File: config.mk
export PLATFORM = sky130hd
export DESIGN_NAME = ctrl_seq_flat
export DESIGN_NICKNAME = d
export VERILOG_FILES = /design/src/rtl/cpu_pkg.sv /design/src/rtl/ctrl_seq_if.sv /design/src/rtl/tstate_ring.sv /design/src/rtl/ctrl_seq.sv /design/src/flat_wrapper.sv
export SDC_FILE = /design/constraint.sdc
export NUM_CORES = 1
export LEC_CHECK = 0
export ABC_CLOCK_PERIOD_IN_PS = 1100
export CELL_PAD_IN_SITES_DETAIL_PLACEMENT = 1
export CELL_PAD_IN_SITES_GLOBAL_PLACEMENT = 1
export CORE_MARGIN = 4
export CORE_UTILIZATION = 22
export DETAILED_ROUTE_END_ITERATION = 8
export GPL_TIMING_DRIVEN = 0
export PLACE_DENSITY = 0.82
export SLEW_MARGIN = 10
export SYNTH_ARGS = -nofsm -noshare
export SYNTH_HDL_FRONTEND = slang
export SYNTH_SLANG_ARGS = --single-unit
File: constraint.sdc
create_clock -name clk -period 1.1 [get_ports clk]
set_input_delay 0.165 -clock clk [delete_from_list [all_inputs] [get_ports clk]]
set_output_delay 0.165 -clock clk [all_outputs]
set_load 0.05 [all_outputs]
File: src/rtl/cpu_pkg.sv
// Shared constants for the 8-bit accumulator CPU.
// Opcodes, one-hot T-states and control-word bit indices.
package cpu_pkg;

    localparam logic [3:0] OP_LDA = 4'h0;
    localparam logic [3:0] OP_ADD = 4'h1;
    localparam logic [3:0] OP_SUB = 4'h2;
    localparam logic [3:0] OP_OUT = 4'hE;
    localparam logic [3:0] OP_HLT = 4'hF;

    localparam logic [5:0] T1 = 6'b000001;
    localparam logic [5:0] T2 = 6'b000010;
    localparam logic [5:0] T3 = 6'b000100;
    localparam logic [5:0] T4 = 6'b001000;
    localparam logic [5:0] T5 = 6'b010000;
    localparam logic [5:0] T6 = 6'b100000;

    localparam int CW_W       = 12;
    localparam int CW_PC_INC  = 11;
    localparam int CW_PC_OUT  = 10;
    localparam int CW_MAR_IN  = 9;
    localparam int CW_RAM_OUT = 8;
    localparam int CW_IR_IN   = 7;
    localparam int CW_IR_OUT  = 6;
    localparam int CW_A_IN    = 5;
    localparam int CW_A_OUT   = 4;
    localparam int CW_B_IN    = 3;
    localparam int CW_ALU_SUB = 2;
    localparam int CW_ALU_OUT = 1;
    localparam int CW_OUT_IN  = 0;

    typedef logic [CW_W-1:0] cw_t;

endpackage

File: src/rtl/ctrl_seq_if.sv
// Control bundle between the sequencer (master) and the datapath (slave).
// ir_opcode in; all load/drive strobes, t_state, halted out.
// CTRL_SEQ_STEP_EN adds step_mode/step single-step inputs.
interface ctrl_seq_if;

    logic [3:0] ir_opcode;
    logic       pc_inc;
    logic       pc_out;
    logic       mar_in;
    logic       ram_out;
    logic       ir_in;
    logic       ir_out;
    logic       a_in;
    logic       a_out;
    logic       b_in;
    logic       alu_sub;
    logic       alu_out;
    logic       out_in;
    logic [5:0] t_state;
    logic       halted;
`ifdef CTRL_SEQ_STEP_EN
    logic       step_mode;
    logic       step;

    modport master (
        input  ir_opcode, step_mode, step,
        output pc_inc, pc_out, mar_in, ram_out, ir_in, ir_out,
        output a_in, a_out, b_in, alu_sub, alu_out, out_in,
        output t_state, halted
    );

    modport slave (
        output ir_opcode, step_mode, step,
        input  pc_inc, pc_out, mar_in, ram_out, ir_in, ir_out,
        input  a_in, a_out, b_in, alu_sub, alu_out, out_in,
        input  t_state, halted
    );
`else
    modport master (
        input  ir_opcode,
        output pc_inc, pc_out, mar_in, ram_out, ir_in, ir_out,
        output a_in, a_out, b_in, alu_sub, alu_out, out_in,
        output t_state, halted
    );

    modport slave (
        output ir_opcode,
        input  pc_inc, pc_out, mar_in, ram_out, ir_in, ir_out,
        input  a_in, a_out, b_in, alu_sub, alu_out, out_in,
        input  t_state, halted
    );
`endif

endinterface

File: src/rtl/tstate_ring.sv
// Six-state one-hot T-state ring, bit0 = T1.
// Ports: clk, rst (sync, active-high), advance, hold, t_state.
module tstate_ring
    import cpu_pkg::*;
(
    input  logic       clk,
    input  logic       rst,
    input  logic       advance,
    input  logic       hold,
    output logic [5:0] t_state
);

    always_ff @(posedge clk) begin
        if (rst) begin
            t_state <= T1;
        end else if (advance && !hold) begin
            t_state <= {t_state[4:0], t_state[5]};
        end
    end

endmodule

File: src/rtl/ctrl_seq.sv
// Control sequencer: T-state ring plus opcode decode into strobes.
// Ports: clk, rst (sync, active-high), bus (ctrl_seq_if.master).
// Optional macro CTRL_SEQ_STEP_EN enables single-step via bus.step.
module ctrl_seq
    import cpu_pkg::*;
(
    input  logic clk,
    input  logic rst,
    ctrl_seq_if.master bus
);

    logic       go;
    logic       halted_q;
    logic [5:0] t_state;
    cw_t        cw;
    cw_t        cw_q;

`ifdef CTRL_SEQ_STEP_EN
    assign go = !bus.step_mode || bus.step;
`else
    assign go = 1'b1;
`endif

    tstate_ring u_ring (
        .clk     (clk),
        .rst     (rst),
        .advance (go),
        .hold    (halted_q),
        .t_state (t_state)
    );

    // Ring moves T4->T5 on the same edge; hold then parks it at T5.
    always_ff @(posedge clk) begin
        if (rst) begin
            halted_q <= 1'b0;
        end else if (go && t_state == T4 &&
                     bus.ir_opcode == OP_HLT) begin
            halted_q <= 1'b1;
        end
    end

    always_comb begin
        cw = '0;
        unique case (t_state)
            T1: begin
                cw[CW_PC_OUT] = 1'b1;
                cw[CW_MAR_IN] = 1'b1;
            end
            T2: cw[CW_PC_INC] = 1'b1;
            T3: begin
                cw[CW_RAM_OUT] = 1'b1;
                cw[CW_IR_IN]   = 1'b1;
            end
            T4: begin
                unique case (bus.ir_opcode)
                    OP_LDA, OP_ADD, OP_SUB: begin
                        cw[CW_IR_OUT] = 1'b1;
                        cw[CW_MAR_IN] = 1'b1;
                    end
                    OP_OUT: begin
                        cw[CW_A_OUT]  = 1'b1;
                        cw[CW_OUT_IN] = 1'b1;
                    end
                    default: ;
                endcase
            end
            T5: begin
                unique case (bus.ir_opcode)
                    OP_LDA: begin
                        cw[CW_RAM_OUT] = 1'b1;
                        cw[CW_A_IN]    = 1'b1;
                    end
                    OP_ADD, OP_SUB: begin
                        cw[CW_RAM_OUT] = 1'b1;
                        cw[CW_B_IN]    = 1'b1;
                        cw[CW_ALU_SUB] = (bus.ir_opcode == OP_SUB);
                    end
                    default: ;
                endcase
            end
            T6: begin
                unique case (bus.ir_opcode)
                    OP_ADD, OP_SUB: begin
                        cw[CW_ALU_OUT] = 1'b1;
                        cw[CW_A_IN]    = 1'b1;
                        cw[CW_ALU_SUB] = (bus.ir_opcode == OP_SUB);
                    end
                    default: ;
                endcase
            end
            default: ;
        endcase
    end

    // Gating by go keeps a held state from repeating its strobes.
    assign cw_q = (rst || halted_q || !go) ? '0 : cw;

    assign bus.pc_inc  = cw_q[CW_PC_INC];
    assign bus.pc_out  = cw_q[CW_PC_OUT];
    assign bus.mar_in  = cw_q[CW_MAR_IN];
    assign bus.ram_out = cw_q[CW_RAM_OUT];
    assign bus.ir_in   = cw_q[CW_IR_IN];
    assign bus.ir_out  = cw_q[CW_IR_OUT];
    assign bus.a_in    = cw_q[CW_A_IN];
    assign bus.a_out   = cw_q[CW_A_OUT];
    assign bus.b_in    = cw_q[CW_B_IN];
    assign bus.alu_sub = cw_q[CW_ALU_SUB];
    assign bus.alu_out = cw_q[CW_ALU_OUT];
    assign bus.out_in  = cw_q[CW_OUT_IN];
    assign bus.t_state = t_state;
    assign bus.halted  = halted_q;

    a_bus_excl : assert property (@(posedge clk)
        $onehot0({cw_q[CW_PC_OUT], cw_q[CW_RAM_OUT], cw_q[CW_IR_OUT],
                  cw_q[CW_A_OUT], cw_q[CW_ALU_OUT]}));

endmodule

File: src/flat_wrapper.sv
// flat-port wrapper written by rule: the top's interface ports become plain ports
module ctrl_seq_flat import cpu_pkg::*;
  (clk, rst, bus_ir_opcode, bus_pc_inc, bus_pc_out, bus_mar_in, bus_ram_out, bus_ir_in, bus_ir_out, bus_a_in, bus_a_out, bus_b_in, bus_alu_sub, bus_alu_out, bus_out_in, bus_t_state, bus_halted);
  ctrl_seq_if bus_i ();
  input  logic clk;
  input  logic rst;
  input wire logic [$bits(bus_i.ir_opcode)-1:0] bus_ir_opcode;
  output wire logic [$bits(bus_i.pc_inc)-1:0] bus_pc_inc;
  output wire logic [$bits(bus_i.pc_out)-1:0] bus_pc_out;
  output wire logic [$bits(bus_i.mar_in)-1:0] bus_mar_in;
  output wire logic [$bits(bus_i.ram_out)-1:0] bus_ram_out;
  output wire logic [$bits(bus_i.ir_in)-1:0] bus_ir_in;
  output wire logic [$bits(bus_i.ir_out)-1:0] bus_ir_out;
  output wire logic [$bits(bus_i.a_in)-1:0] bus_a_in;
  output wire logic [$bits(bus_i.a_out)-1:0] bus_a_out;
  output wire logic [$bits(bus_i.b_in)-1:0] bus_b_in;
  output wire logic [$bits(bus_i.alu_sub)-1:0] bus_alu_sub;
  output wire logic [$bits(bus_i.alu_out)-1:0] bus_alu_out;
  output wire logic [$bits(bus_i.out_in)-1:0] bus_out_in;
  output wire logic [$bits(bus_i.t_state)-1:0] bus_t_state;
  output wire logic [$bits(bus_i.halted)-1:0] bus_halted;
  assign bus_i.ir_opcode = bus_ir_opcode;
  assign bus_pc_inc = bus_i.pc_inc;
  assign bus_pc_out = bus_i.pc_out;
  assign bus_mar_in = bus_i.mar_in;
  assign bus_ram_out = bus_i.ram_out;
  assign bus_ir_in = bus_i.ir_in;
  assign bus_ir_out = bus_i.ir_out;
  assign bus_a_in = bus_i.a_in;
  assign bus_a_out = bus_i.a_out;
  assign bus_b_in = bus_i.b_in;
  assign bus_alu_sub = bus_i.alu_sub;
  assign bus_alu_out = bus_i.alu_out;
  assign bus_out_in = bus_i.out_in;
  assign bus_t_state = bus_i.t_state;
  assign bus_halted = bus_i.halted;
  ctrl_seq u_core (.clk(clk), .rst(rst), .bus(bus_i));
endmodule
==> metrics.txt <==
Crit path max-delay family flip-flops; initial antenna violation count 0; Slew Limit Fails 0; RSZ-0062 raised after global routing true; Synth area leaders dfxtp_1 31%, mux2i_1 11%, nor2_1 11%; leak pwr between 0.0004 and 0.0005 uW; CP startpoint kind register; max cap viols 0; r2r setup slk -0.15 ns; Initial Utilization between 20% and 30%; Worst Path Max Fanout 4; class of the most critical setup path reg -> out; final worst-path cycle share 149%; Clock Path Buffers 2; failing checks negative setup slack; detailed placement HPWL around 1200 um; design area 1140 um^2; CTS tree built; GP Congestion 0.742; Routed WL around 2400 um; number of global-route vias before repair a little under 700; layout cells sized above 1 71.7%; Fin Setup TNS -5.59 ns; synthesis-to-finish area growth 152%; min cycle time layout around 1.6 ns; Cell Chain, Critical Path nor2_4, nand4_1, buf_6, o32ai_4, buf_6; cell count after synthesis between 50 and 60; DRC Markers 0; Hold Crit Class in -> reg; Worst Reg-to-Reg Cells 4; Final WS setup -0.543 ns; Cell Rows 16; Chip Height about 53 um; Pre-Repair DR Iteration Count 3; worst r2r src u_core.u_ring.t_state[3]; hold path startpoint rst; Post-synth ARST share 0%; Max stage delay on crit path roughly 0.38 ns; Primary FF master, synth dfxtp_1; H-tree depth 1; CTS Buf Count 3; Detail Route Antenna Nets 0; Total GRT Usage between 10% and 20%; wire per inst between 15 and 20 um; maximum clock frequency around 610 MHz; DR iter-0 viols 6; Clock Pin Slew Worst Setup and Hold Paths ~0.07 ns; Root Buffer clkbuf_4; Worst Tran Pin Value between 0.4 and 0.5 ns; Die Width about 53 um; global-route wire length before repair 3560 um; most common cell in the netlist nor2_1; Synth Cell Area between 400 and 500 um^2; I/O pin count 25; # port buffers 23; worst path arrival time 1.48 ns; Critical Path RT between 0.9 and 1 ns; die footprint 2840 um^2; RR Endpoint u_core.bus.halted; Slowest-stage cell, CP dfxtp_4; Crit path top cell by count buf_6; hold path endpoint u_core.u_ring.t_state[5]; Yosys Warn Count 0; total gr overflow 0; Clock Skews a little under 0.0003 ns; core area between 1500 and 2000 um^2; Synth top cells by count 13 x nor2_1, 7 x dfxtp_1, 5 x mux2i_1; Critical Path End Type primary output; Yosys reg bits 7; TritonCTS Sinks 7; Via Count 598; diodes inserted 0; Syn Area/Cell 7.66 um^2; Hold Vio Cnt, Final 0; status finished with violations; Mapped Nets 65; PD cells approximately 700 nW/um^2; hold depth 2; top cell type's share of synthesized area roughly 31%; post-synthesis sequential area ratio a little under a third; Nets 106; Post-synth EDFFs 0; Core Util, Final roughly three fifths; DP Area 862 um^2; worst setup path start u_core.u_ring.t_state[3]; worst vdd ir 490 uV; Yosys top cell by area dfxtp_1; crit path buf inv count 2; Post-CTS Hold Buffers 0; Avg Vias per Cell between 4 and 5; endpoints failing setup 13; largest net degree at the start of global routing 10; Slew HR between 70 and 80%; Worst-Skew Late Latency approximately 0.26 ns; Netlist cell types 26
## layout make-up
type	count	area, um^2
Buffer	2	15.0
Clock buffer	3	22.5
Clock inverter	1	5.00
Fill cell	224	823
Inverter	1	3.75
Multi-Input combinational cell	48	509
Sequential cell	7	164
Tap cell	27	33.8
Timing Repair Buffer	37	385
## sequential cells by signal (all words and copies together) (netlist names)
name,count
u_core.bus.halted,1
u_core.u_ring.t_state,6
## worst register-to-register path, stage by stage (launching register included)
cell and delay (ns):
dfxtp_4 0.40, nor2b_4 0.17, nand4_1 0.19, buf_4 0.20
o31ai_2 0.21
## cell families (layout without fill, tap and decap cells)
family / after synthesis / count (layout) / synth area share, %
AOI/OAI and AO/OA: 5 / 5 / 8.59
xor gates and xnor gates: 2 / 2 / 3.88
buffers and inverters: 4 / 44 / 4.43
DFF: 7 / 7 / 31.0
muxes: 5 / 5 / 11.1
and+or+nand+nor: 36 / 36 / 41.0
## power breakdown
group	switching [uW]	leakage (uW)	internal, uW
registers	22.1	0.0000618	252
logic	155	0.000374	104
clock network	129	0.0000177	134
total	306	0.000453	490
## layer usage
layer	wire length, um	global-route usage, %	up-vias	share of wire, %
li1	-	-	285	-
met1	976	19.1	292	40
met2	1320	34.3	19	55
met3	104	1.41	2	4.3
met4	23	8.94	0	0.95
met5	0	0	-	0
## worst max-delay path by stage
stage / endpoint / slack [ns] / depth (start not counted)
after detailed placement: bus_b_in / -1.41 / 5
final: bus_ram_out / -0.54 / 5
after global routing: bus_ram_out / -0.60 / 5
after global placement: bus_b_in / -1.36 / 5
after floorplan: bus_b_in / -0.63 / 4
after CTS: bus_out_in / -0.55 / 6
## placed cells by master (no fill, tap or decap), drive strengths merged, types with 2 or more instances in the layout
| cell type | netlist | final |
|---|---|---|
| a21oi | 2 | 2 |
| nand4 | 2 | 2 |
| dfxtp | 7 | 7 |
| nor2b | 2 | 2 |
| nor2 | 14 | 14 |
| nor3 | 3 | 3 |
| nand2 | 3 | 3 |
| nand3 | 3 | 3 |
| nand2b | 4 | 4 |
| buf | 2 | 33 |
| dlymetal6s2s | 0 | 2 |
| mux2i | 5 | 5 |
| clkbuf | 1 | 6 |
## what timing repair did
item | CTS | global route
endpoints found under the setup margin | 20 | 20
resized for setup | 146 | 24
pin swaps | 8 | 8
buffers inserted | 10 | 5
cloned | 0 | 0
## through the flow
step	setup WS (ns)	hold slack (ns)	total power, uW	cells
4_1_cts	-0.552	0.277	736	123
3_3_place_gp	-1.36	0.518	460	109
6_report	-0.543	0.288	797	126
3_5_place_dp	-1.41	0.540	465	109
2_1_floorplan	-0.628	0.351	404	59
5_1_grt	-0.605	0.334	836	126
No activity file was read; power rests on OpenSTA's default activity.
